### src/rtl/rbm_pkg.sv
// Shared types and constants for the RBM dot-product datapath.
package rbm_pkg;

   localparam int unsigned DEF_BITLENGTH = 12;
   localparam int          DEF_INF       = int'(2**(DEF_BITLENGTH-1)) - 1;

   // Accumulator control: ACC while the output register is free or draining,
   // FULL while a result is held and not yet accepted.
   typedef enum logic {
      ACC  = 1'b0,
      FULL = 1'b1
   } state_t;

   typedef logic signed [DEF_BITLENGTH-1:0] word_t;

endpackage

### src/rtl/rbm_dot_acc_if.sv
// Beat-input / result-output handshake bundle for rbm_dot_acc.
interface rbm_dot_acc_if import rbm_pkg::*; #(
   parameter int unsigned BW = DEF_BITLENGTH
) ();

   logic                 in_valid;
   logic                 in_ready;
   logic signed [BW-1:0] in_weight;
   logic                 in_vis;
   logic                 in_last;
   logic                 out_valid;
   logic                 out_ready;
   logic signed [BW-1:0] out_sum;
   logic                 out_sat;

   // Producer of beats / consumer of results.
   modport master (
      output in_valid, in_weight, in_vis, in_last, out_ready,
      input  in_ready, out_valid, out_sum, out_sat
   );

   // The accumulator itself.
   modport slave (
      input  in_valid, in_weight, in_vis, in_last, out_ready,
      output in_ready, out_valid, out_sum, out_sat
   );

endinterface

### src/rtl/rbm_sat_add.sv
// Combinational BW-bit adder with symmetric saturation to +/-INF.
module rbm_sat_add #(
   parameter int unsigned BW  = 12,
   parameter int          INF = 2047
) (
   input  logic signed [BW-1:0] a,
   input  logic signed [BW-1:0] b,
   output logic signed [BW-1:0] s,
   output logic                 sat
);

   localparam logic signed [BW-1:0] ZERO     = '0;
   localparam logic signed [BW-1:0] POS_RAIL = BW'(INF);
   localparam logic signed [BW-1:0] NEG_RAIL = BW'(-INF);

   logic signed [BW-1:0] r;
   logic                 pos_ovf;
   logic                 neg_ovf;

   // Wrapped sum, overflow detect by operand/result sign, clamp to the rails.
   always_comb begin
      r       = a + b;
      pos_ovf = (a > ZERO) && (b > ZERO) && (r <= ZERO);
      neg_ovf = (a < ZERO) && (b < ZERO) && (r >= ZERO);
      if (pos_ovf) begin
         s = POS_RAIL;
      end else if (neg_ovf) begin
         s = NEG_RAIL;
      end else begin
         s = r;
      end
      sat = pos_ovf | neg_ovf;
   end

endmodule

### src/rtl/rbm_dot_acc.sv
// Streaming saturating dot-product accumulator (weight * visible bit).
// Optional hidden-bias seed on the first beat: define RBM_BIAS_EN.
module rbm_dot_acc import rbm_pkg::*; #(
   parameter int unsigned BITLENGTH = DEF_BITLENGTH,
   parameter int unsigned N_VIS     = 16,
   parameter int          INF       = int'(2**(BITLENGTH-1)) - 1
) (
   input logic          clk,
   input logic          rst_n,
   rbm_dot_acc_if.slave bus
`ifdef RBM_BIAS_EN
   ,
   input logic signed [BITLENGTH-1:0] bias
`endif
);

   localparam int unsigned BW    = BITLENGTH;
   localparam int unsigned CNT_W = $clog2(N_VIS) + 1;
   localparam logic [CNT_W-1:0] CNT_LAST = CNT_W'(N_VIS - 1);

   state_t               state_q;
   state_t               state_d;
   logic signed [BW-1:0] acc_q;
   logic [CNT_W-1:0]     cnt_q;
   logic                 sat_seen_q;
   logic                 first_q;
   logic signed [BW-1:0] out_sum_q;
   logic                 out_sat_q;

   logic                 beat;
   logic                 close;
   logic signed [BW-1:0] seed;
   logic signed [BW-1:0] base;
   logic signed [BW-1:0] term;
   logic signed [BW-1:0] sum;
   logic                 sum_ovf;

`ifdef RBM_BIAS_EN
   assign seed = bias;
`else
   assign seed = '0;
`endif

   // Handshake: single output register, a new result may land as the old one leaves.
   assign bus.out_valid = (state_q == FULL);
   assign bus.in_ready  = !bus.out_valid || bus.out_ready;
   assign bus.out_sum   = out_sum_q;
   assign bus.out_sat   = out_sat_q;

   // Beat decode: accept, vector close (explicit or forced at N_VIS), addend selection.
   always_comb begin
      beat  = bus.in_valid && bus.in_ready;
      close = bus.in_last || (cnt_q == CNT_LAST);
      term  = bus.in_vis ? bus.in_weight : '0;
      base  = first_q ? seed : acc_q;
   end

   rbm_sat_add #(
      .BW  (BW),
      .INF (INF)
   ) u_add (
      .a   (base),
      .b   (term),
      .s   (sum),
      .sat (sum_ovf)
   );

   // State register.
   always_ff @(posedge clk) begin
      if (!rst_n) begin
         state_q <= ACC;
      end else begin
         state_q <= state_d;
      end
   end

   // Next state: a closing beat (re)fills the output, an accept alone empties it.
   always_comb begin
      state_d = state_q;
      case (state_q)
         ACC: begin
            if (beat && close) begin
               state_d = FULL;
            end
         end
         FULL: begin
            if (beat && close) begin
               state_d = FULL;
            end else if (bus.out_ready) begin
               state_d = ACC;
            end
         end
         default: state_d = ACC;
      endcase
   end

   // Accumulator, beat counter and result register.
   always_ff @(posedge clk) begin
      if (!rst_n) begin
         acc_q      <= '0;
         cnt_q      <= '0;
         sat_seen_q <= 1'b0;
         first_q    <= 1'b1;
         out_sum_q  <= '0;
         out_sat_q  <= 1'b0;
      end else if (beat) begin
         if (close) begin
            out_sum_q  <= sum;
            out_sat_q  <= sat_seen_q | sum_ovf;
            acc_q      <= '0;
            cnt_q      <= '0;
            sat_seen_q <= 1'b0;
            first_q    <= 1'b1;
         end else begin
            acc_q      <= sum;
            cnt_q      <= cnt_q + CNT_W'(1);
            sat_seen_q <= sat_seen_q | sum_ovf;
            first_q    <= 1'b0;
         end
      end
   end

endmodule

### src/flat_wrapper.sv
// flat-port wrapper written by rule: the top's interface ports become plain ports
module rbm_dot_acc_flat import rbm_pkg::*;
#(
   parameter int unsigned BITLENGTH = DEF_BITLENGTH,
   parameter int unsigned N_VIS     = 16,
   parameter int          INF       = int'(2**(BITLENGTH-1)) - 1
)
  (clk, rst_n, bus_in_valid, bus_in_weight, bus_in_vis, bus_in_last, bus_out_ready, bus_in_ready, bus_out_valid, bus_out_sum, bus_out_sat);
  rbm_dot_acc_if #(.BW((DEF_BITLENGTH))) bus_i ();
  input logic clk;
  input logic rst_n;
  input wire logic [$bits(bus_i.in_valid)-1:0] bus_in_valid;
  input wire logic [$bits(bus_i.in_weight)-1:0] bus_in_weight;
  input wire logic [$bits(bus_i.in_vis)-1:0] bus_in_vis;
  input wire logic [$bits(bus_i.in_last)-1:0] bus_in_last;
  input wire logic [$bits(bus_i.out_ready)-1:0] bus_out_ready;
  output wire logic [$bits(bus_i.in_ready)-1:0] bus_in_ready;
  output wire logic [$bits(bus_i.out_valid)-1:0] bus_out_valid;
  output wire logic [$bits(bus_i.out_sum)-1:0] bus_out_sum;
  output wire logic [$bits(bus_i.out_sat)-1:0] bus_out_sat;
  assign bus_i.in_valid = bus_in_valid;
  assign bus_i.in_weight = bus_in_weight;
  assign bus_i.in_vis = bus_in_vis;
  assign bus_i.in_last = bus_in_last;
  assign bus_i.out_ready = bus_out_ready;
  assign bus_in_ready = bus_i.in_ready;
  assign bus_out_valid = bus_i.out_valid;
  assign bus_out_sum = bus_i.out_sum;
  assign bus_out_sat = bus_i.out_sat;
  rbm_dot_acc #(.BITLENGTH(BITLENGTH), .N_VIS(N_VIS), .INF(INF)) u_core (.clk(clk), .rst_n(rst_n), .bus(bus_i));
endmodule
### config.mk
export PLATFORM = sky130hd
export DESIGN_NAME = rbm_dot_acc_flat
export DESIGN_NICKNAME = d
export VERILOG_FILES = /design/src/rtl/rbm_pkg.sv /design/src/rtl/rbm_dot_acc_if.sv /design/src/rtl/rbm_sat_add.sv /design/src/rtl/rbm_dot_acc.sv /design/src/flat_wrapper.sv
export SDC_FILE = /design/constraint.sdc
export NUM_CORES = 1
export LEC_CHECK = 0
export ABC_AREA = 1
export CORE_UTILIZATION = 50
export DETAILED_ROUTE_END_ITERATION = 7
export GPL_ROUTABILITY_DRIVEN = 0
export PLACE_DENSITY = 0.77
export SETUP_SLACK_MARGIN = 0.02
export SLEW_MARGIN = 15
export SYNTH_ARGS = -nofsm -noshare
export SYNTH_HDL_FRONTEND = slang
export SYNTH_HIERARCHICAL = 1
export SYNTH_SLANG_ARGS = --single-unit
### constraint.sdc
create_clock -name clk -period 2.9 [get_ports clk]
set_input_delay 0.725 -clock clk [delete_from_list [all_inputs] [get_ports clk]]
set_output_delay 0.725 -clock clk [all_outputs]
set_load 0.01 [all_outputs]
# --- After elaboration in Yosys (flattened, before gate mapping) ---
# Index checks and enable logic that the tools add are counted.
op_classes:
  n_addsub: 2
  order_cmp: 6
  eq_ne: 1
  n_mux: 12
  bitwise: 3
  n_reduce_logical: 10
ops:
  columns: ["cell", "count"]
  rows:
  - ["2-to-1 mux 12 bit", 5]
  - ["greater-than comparator 12 x 1 -> 1 bit (second input constant)", 2]
  - ["less-than comparator 12 x 1 -> 1 bit (second input constant)", 2]
  - ["adder 12 bit", 1]
  - ["greater-or-equal comparator 12 x 1 -> 1 bit (second input constant)", 1]
  - ["<= comparator 12 x 1 -> 1 bit (second input constant)", 1]
  - ["logical AND 1 bit", 6]
  - ["adder 5 x 1 -> 5 bit (second input constant)", 1]
  - ["equality test 5 x 4 -> 1 bit (second input constant)", 1]
  - ["2-to-1 mux 1 bit", 5]
  - ["2-to-1 mux 5 bit", 1]
  - ["logical OR 1 bit", 2]
  - ["OR 1 bit", 2]
  - ["case mux 1 bit (2 select lines)", 1]
  - ["AND reduction 2 bit", 1]
  - ["zero test 1 bit", 1]
  - ["NOT 1 bit", 1]
totals:
  register_bits: 33
  input_bits: 18
  out_inout_bits: 15
  word_cells: 41

# --- Logic depth before layout (Yosys ltp) ---
depth:
  depth_word: 7
  ltp_mapped: 22
  depth_no_buf: 20

# --- Hierarchy ---
# Netlist, hierarchy kept.
by_module_without_submodules:
  columns: ["mod", "n_inst", "cells_per_inst", "area_each_um2", "seq_area_each_um2"]
  rows:
  - ["rbm_dot_acc", 1, 209, 1460.2, 660.6]
  - ["rbm_sat_add", 1, 193, 934.6, 0.0]

# --- Worst setup path before layout ---
# Ideal clock, no wire load.
synth_path:
  kind: "input to register"
  from: "input bus_in_vis"
  to: "register u_core.out_sum_q[3], in the netlist u_core/bus.out_sum[3]"
  setup_ns: 0.070
  t_arrival_ns: 2.817
  t_required_ns: 2.830
  slack_ns: 0.013
  path_stages: 17
  n_path_buf: 2
  cell_sequence: "clkbuf_1 nand2_1 inv_1 fa_1 or2_2 nor2_1 nand3_1 nor2_1 nand2_1 nor2_1 nand3_1 nand2_2 nand2_2 buf_6 nand2_1 nand3_1 a21oi_1"
synth_via:
  elab_chain_cells: 6
  elab_cells_between_ends: 12
  cone_classes: "add/sub: 1; order compare: 4; mux: 3; reduce/logical: 4"
synth_lines:
  columns: ["item", "line", "source"]
  rows:
  - ["start: declaration", "flat_wrapper.sv:14", "input wire logic [$bits(bus_i.in_vis)-1:0] bus_in_vis;"]
  - ["2-to-1 mux 12 bit (*)", "rbm_dot_acc.sv:54", "term = bus.in_vis ? bus.in_weight : '0;"]
  - ["named net u_core.term[1]", "rbm_dot_acc.sv:34", "logic signed [BW-1:0] term;"]
  - ["adder 12 bit or less-than comparator 12 x 1 -> 1 bit (tied branches)", "rbm_sat_add.sv:22, rbm_sat_add.sv:24", null]
  - ["greater-or-equal comparator 12 x 1 -> 1 bit or logical AND 1 bit (tied branches)", "rbm_sat_add.sv:24", "neg_ovf = (a < ZERO) && (b < ZERO) && (r >= ZERO);"]
  - ["logical AND 1 bit", "rbm_sat_add.sv:24", null]
  - ["2-to-1 mux 12 bit", "rbm_sat_add.sv:27", "end else if (neg_ovf) begin"]
  - ["2-to-1 mux 12 bit (*)", "rbm_sat_add.sv:25", "if (pos_ovf) begin"]
  - ["named net u_core.sum[3]", "rbm_dot_acc.sv:35", "logic signed [BW-1:0] sum;"]
  - ["end signal: assignment", "rbm_dot_acc.sv:108", "out_sum_q <= sum;"]
  - ["end: declaration", "rbm_dot_acc.sv:27", "logic signed [BW-1:0] out_sum_q;"]
# The timed path passes the listed nets; every way through them passes the cells marked *.
# A chain may end at the register's enable or synchronous reset.

# --- Worst setup path after layout ---
layout_path:
  from: "input bus_in_weight[5]"
  to: "register u_core.out_sat_q, in the netlist u_core/bus.out_sat"
layout_via:
  elab_chain_cells: 6
  elab_cells_between_ends: 12
  cone_classes: "add/sub: 1; order compare: 4; mux: 1; bitwise: 2; reduce/logical: 4"
layout_lines:
  columns: ["item", "line", "source"]
  rows:
  - ["start: declaration", "flat_wrapper.sv:13", "input wire logic [$bits(bus_i.in_weight)-1:0] bus_in_weight;"]
  - ["2-to-1 mux 12 bit (*)", "rbm_dot_acc.sv:54", null]
  - ["named net u_core.term[5]", "rbm_dot_acc.sv:34", null]
  - ["adder 12 bit (tied with other cells)", "rbm_sat_add.sv:22", "r = a + b;"]
  - ["<= comparator 12 x 1 -> 1 bit (tied with other cells)", "rbm_sat_add.sv:23", "pos_ovf = (a > ZERO) && (b > ZERO) && (r <= ZERO);"]
  - ["logical AND 1 bit, on equally long branches", "rbm_sat_add.sv:23, rbm_sat_add.sv:24", null]
  - ["OR 1 bit (*)", "rbm_sat_add.sv:32", "sat = pos_ovf | neg_ovf;"]
  - ["named net u_core.sum_ovf", "rbm_dot_acc.sv:36", "logic sum_ovf;"]
  - ["OR 1 bit (*)", "rbm_dot_acc.sv:109", "out_sat_q <= sat_seen_q | sum_ovf;"]
  - ["end signal: assignment", "rbm_dot_acc.sv:109", null]
  - ["end: declaration", "rbm_dot_acc.sv:28", "logic out_sat_q;"]
# Marks and branches as above.

==> key figures <==
Run status
  • Status: finished with violations
  • Failing checks: DRC

Setup path
  • Critical Path, Cell by Cell: clkdlybuf4s50_1 -> nand2_1 -> inv_2 -> ha_4 -> nand2_2 -> inv_1 -> nand2_1 -> nand2_1 -> inv_1 -> nand3b_1 -> nand2_1 -> nand2_1 -> nor2_1 -> nand3_1 -> nand2_2 -> nand2_4 -> nand2_2 -> or2_4 -> nand3_2 -> a21oi_2
  • CP max FO: 6
  • CP startpoint kind: input port
  • Worst R2R Path Depth: 16
  • Worst r2r src: u_core/first_q
  • Critical Path Max Stage Delay: around 460 ps
  • Reg-to-Reg End: u_core/bus.out_sat
  • Crit-path slowest cell: clkdlybuf4s50_1
  • CP required: 3120 ps
  • CP Class: input port to flip-flop
  • Critical Path AT: 3010 ps
  • CP most frequent cell: nand2_1
  • Slack of the worst reg-to-reg path: 120 ps
  • CP endpoint kind: flip-flop

Place
  • Placed cells: about 510
  • HPWL Detailed: 4880 um
  • IO Port Bufs: 32

Synthesis
  • Most frequent cells after synthesis: nand2_1, inv_1, nor2_1, nand3_1, dfxtp_1
  • Share of the synthesized area in the top cell type: 0.276
  • Post-Syn Area: 2390 um2
  • Synthesized area per cell: 5.96 um2
  • Syn_nets: 435
  • Yosys top cell by area: dfxtp_1
  • Top post-synthesis cells by area: dfxtp_1, nand2_1, inv_1
  • Flops & latches, synth: 33
  • Synth Warn #: 6
  • EDFF count, synth: 0
  • Most used DFF post-synth: dfxtp_1
  • Cell variety after synth: 28
  • Post-synthesis sequential area ratio: 0.276
  • FFs w/ async S/R, synth: 0
  • Most common cell in the netlist: nand2_1
  • Cells after Synth: 402

Min path
  • Worst hold path class: flip-flop to flip-flop
  • WHS Path Cells: 2
  • Min-delay src: u_core/sat_seen_q
  • Hold Path Sink: u_core/sat_seen_q

Power and ir drop
  • P_leak: approximately 1.7 nW
  • Power per Cell Area: 353 nW/um2
  • Maximum VDD drop: 339 uV

Timing
  • Final Setup Violations: 0
  • Final Slew Violations: 0
  • Final hold viol count: 0
  • Tcrit/Tclk final: 0.963
  • Slew @ Worst Pin: 672 ps
  • Tmin final: between 2000 and 3000 ps
  • Fmax: 358 MHz
  • Setup TNS: 0 ps
  • Clock Skew: approximately 3.6 ps
  • Slew headroom: 0.550
  • Worst hold slack: 457 ps

Drt
  • Pre-antenna DRT Iters: 8
  • Final WL: 6940 um
  • Detailed router's first-iteration violation count: 184
  • Wirelength per Cell: 13.3 um
  • DRC Markers: 2
  • Vias per inst: 5.35
  • Via count: 2793
  • Post-DRT Antenna Nets: 0

Final layout
  • Nets@finish: slightly above 500
  • Finished Layout Cells: 522
  • Post-Route Utilization: 0.763
  • Register Area: about 660 um2
  • Layout cells sized above 1: 0.287
  • Antenna Diode Count: 0
  • Layout area overhead: 42.6%
  • Fill count: between 300 and 400
  • Multi-input gate area: 1750 um2

Global routing
  • Gr usage total: 0.262
  • Largest net degree at the start of global routing: 31
  • Grt total ovfl: 0
  • Initial antenna violation count: 0
  • Vias in the first global route: around 2400
  • First-pass GRT wire length: 10500 um

Clock network
  • # clock sinks: 33
  • CTS tree: yes
  • Longest Clk Path Bufs: 2
  • Htree depth: 2
  • Hold Buf Count CTS: 0
  • Total CTS buffers: 5
  • Clk_lat worst skew: approximately 290 ps
  • Root buf cell: clkbuf_8
  • Clock Pin Slew Worst Setup and Hold Paths: 60 ps

Floorplan
  • Initial Util: 0.535
  • Row cnt: 24
  • Die X: between 70 and 80 um
  • Core area: roughly 4500 um2
  • Ports: 33
  • Die Ht: 71.2 um
  • Area of the die: 5070 um2

Job
  • Max cap viols: 0
## logic make-up after synthesis
family | synth area share
flip-flops | 0.276
AO/OA/AOI/OAI | 0.0888
AND/OR/NAND/NOR | 0.424
buffers and inverters | 0.130
adder cells (fa/ha/maj) | 0.0815
## routing by layer
layer / track usage / share of wire
met4: 0.0867 / 0.019
met3: 0.0570 / 0.058
met5: 0 / 0
met1: 0.319 / 0.43
met2: 0.456 / 0.49
## state kept, by name, summed over array words and instances (netlist names)
| name | cells |
|---|---|
| u_core/acc_q | 12 |
| u_core/bus.out_sum | 12 |
| u_core/cnt_q | 5 |
| u_core/bus.out_sat | 1 |
| u_core/sat_seen_q | 1 |
| u_core/bus.out_valid | 1 |
| u_core/first_q | 1 |
## how the worst max path moves through the flow
| stage | startpoint | to | slack, ps | depth (start not counted) |
|---|---|---|---|---|
| floorplan | bus_in_vis | u_core/bus.out_sum[3] | 120 | 17 |
| global placement | bus_in_vis | u_core/bus.out_sat | -620 | 20 |
| detailed placement | bus_in_vis | u_core/bus.out_sat | -670 | 20 |
| CTS | bus_in_vis | u_core/bus.out_sat | 20 | 19 |
| global route | bus_in_weight[6] | u_core/bus.out_sum[7] | -40 | 19 |
| finish | bus_in_weight[5] | u_core/bus.out_sat | 110 | 20 |
## layout by cell type (no fill, tap or decap), drive strengths merged
cell type and n:
nor4 4, a31oi 1, dlymetal6s2s 1, fa 1, inv 62, nor2 47, a21oi 22, buf 41
nand3 38, clkdlybuf4s50 28, and3 1, o21bai 1, dfxtp 33, nand3b 2, clkbuf 9, o21ai 14
a21boi 1, nand4 3, nand2 140, ha 14, dlygate4sd2 1, or2 4, nor3 2
## power by group
group          switching, W  leakage (nW)  total [W]  internal (W)
clock network      0.000157        0.0443   0.000345      0.000188
registers         0.0000127         0.270   0.000493      0.000480
logic              0.000202          1.38   0.000367      0.000166
total              0.000371          1.69    0.00120      0.000833
## worst max-delay path, delay by kind of cell
family          cells  cell delay [ps]
compound gates      1              130
fa+ha+maj           1              220
buf+inv             4              660
simple gates       14             1280
## stage by stage
stage / power (W) / instance area, um2 / worst slack, ps
floorplan: 0.000684 / 2400 / 118
global placement: 0.000797 / 2970 / -615
detailed placement: 0.000805 / 2970 / -672
CTS: 0.00116 / 3150 / 22.8
global route: 0.00126 / 3420 / -41.9
finish: 0.00120 / 3420 / 106
## timing repair
action	in CTS	in global routing
cloned	1	0
hold endpoints to repair	0	0
gates resized for setup	17	77
setup buffers	3	2
pin swaps	14	26
endpoints found under the setup margin	26	26
## layout make-up
class | count | area share
multi-input combinational | 295 | 0.513
sequential | 33 | 0.193
timing repair buffer | 73 | 0.181
inverter | 62 | 0.0681
tap | 52 | 0.0190
clock buffer | 7 | 0.0253
(Power assumes the default switching activity.)
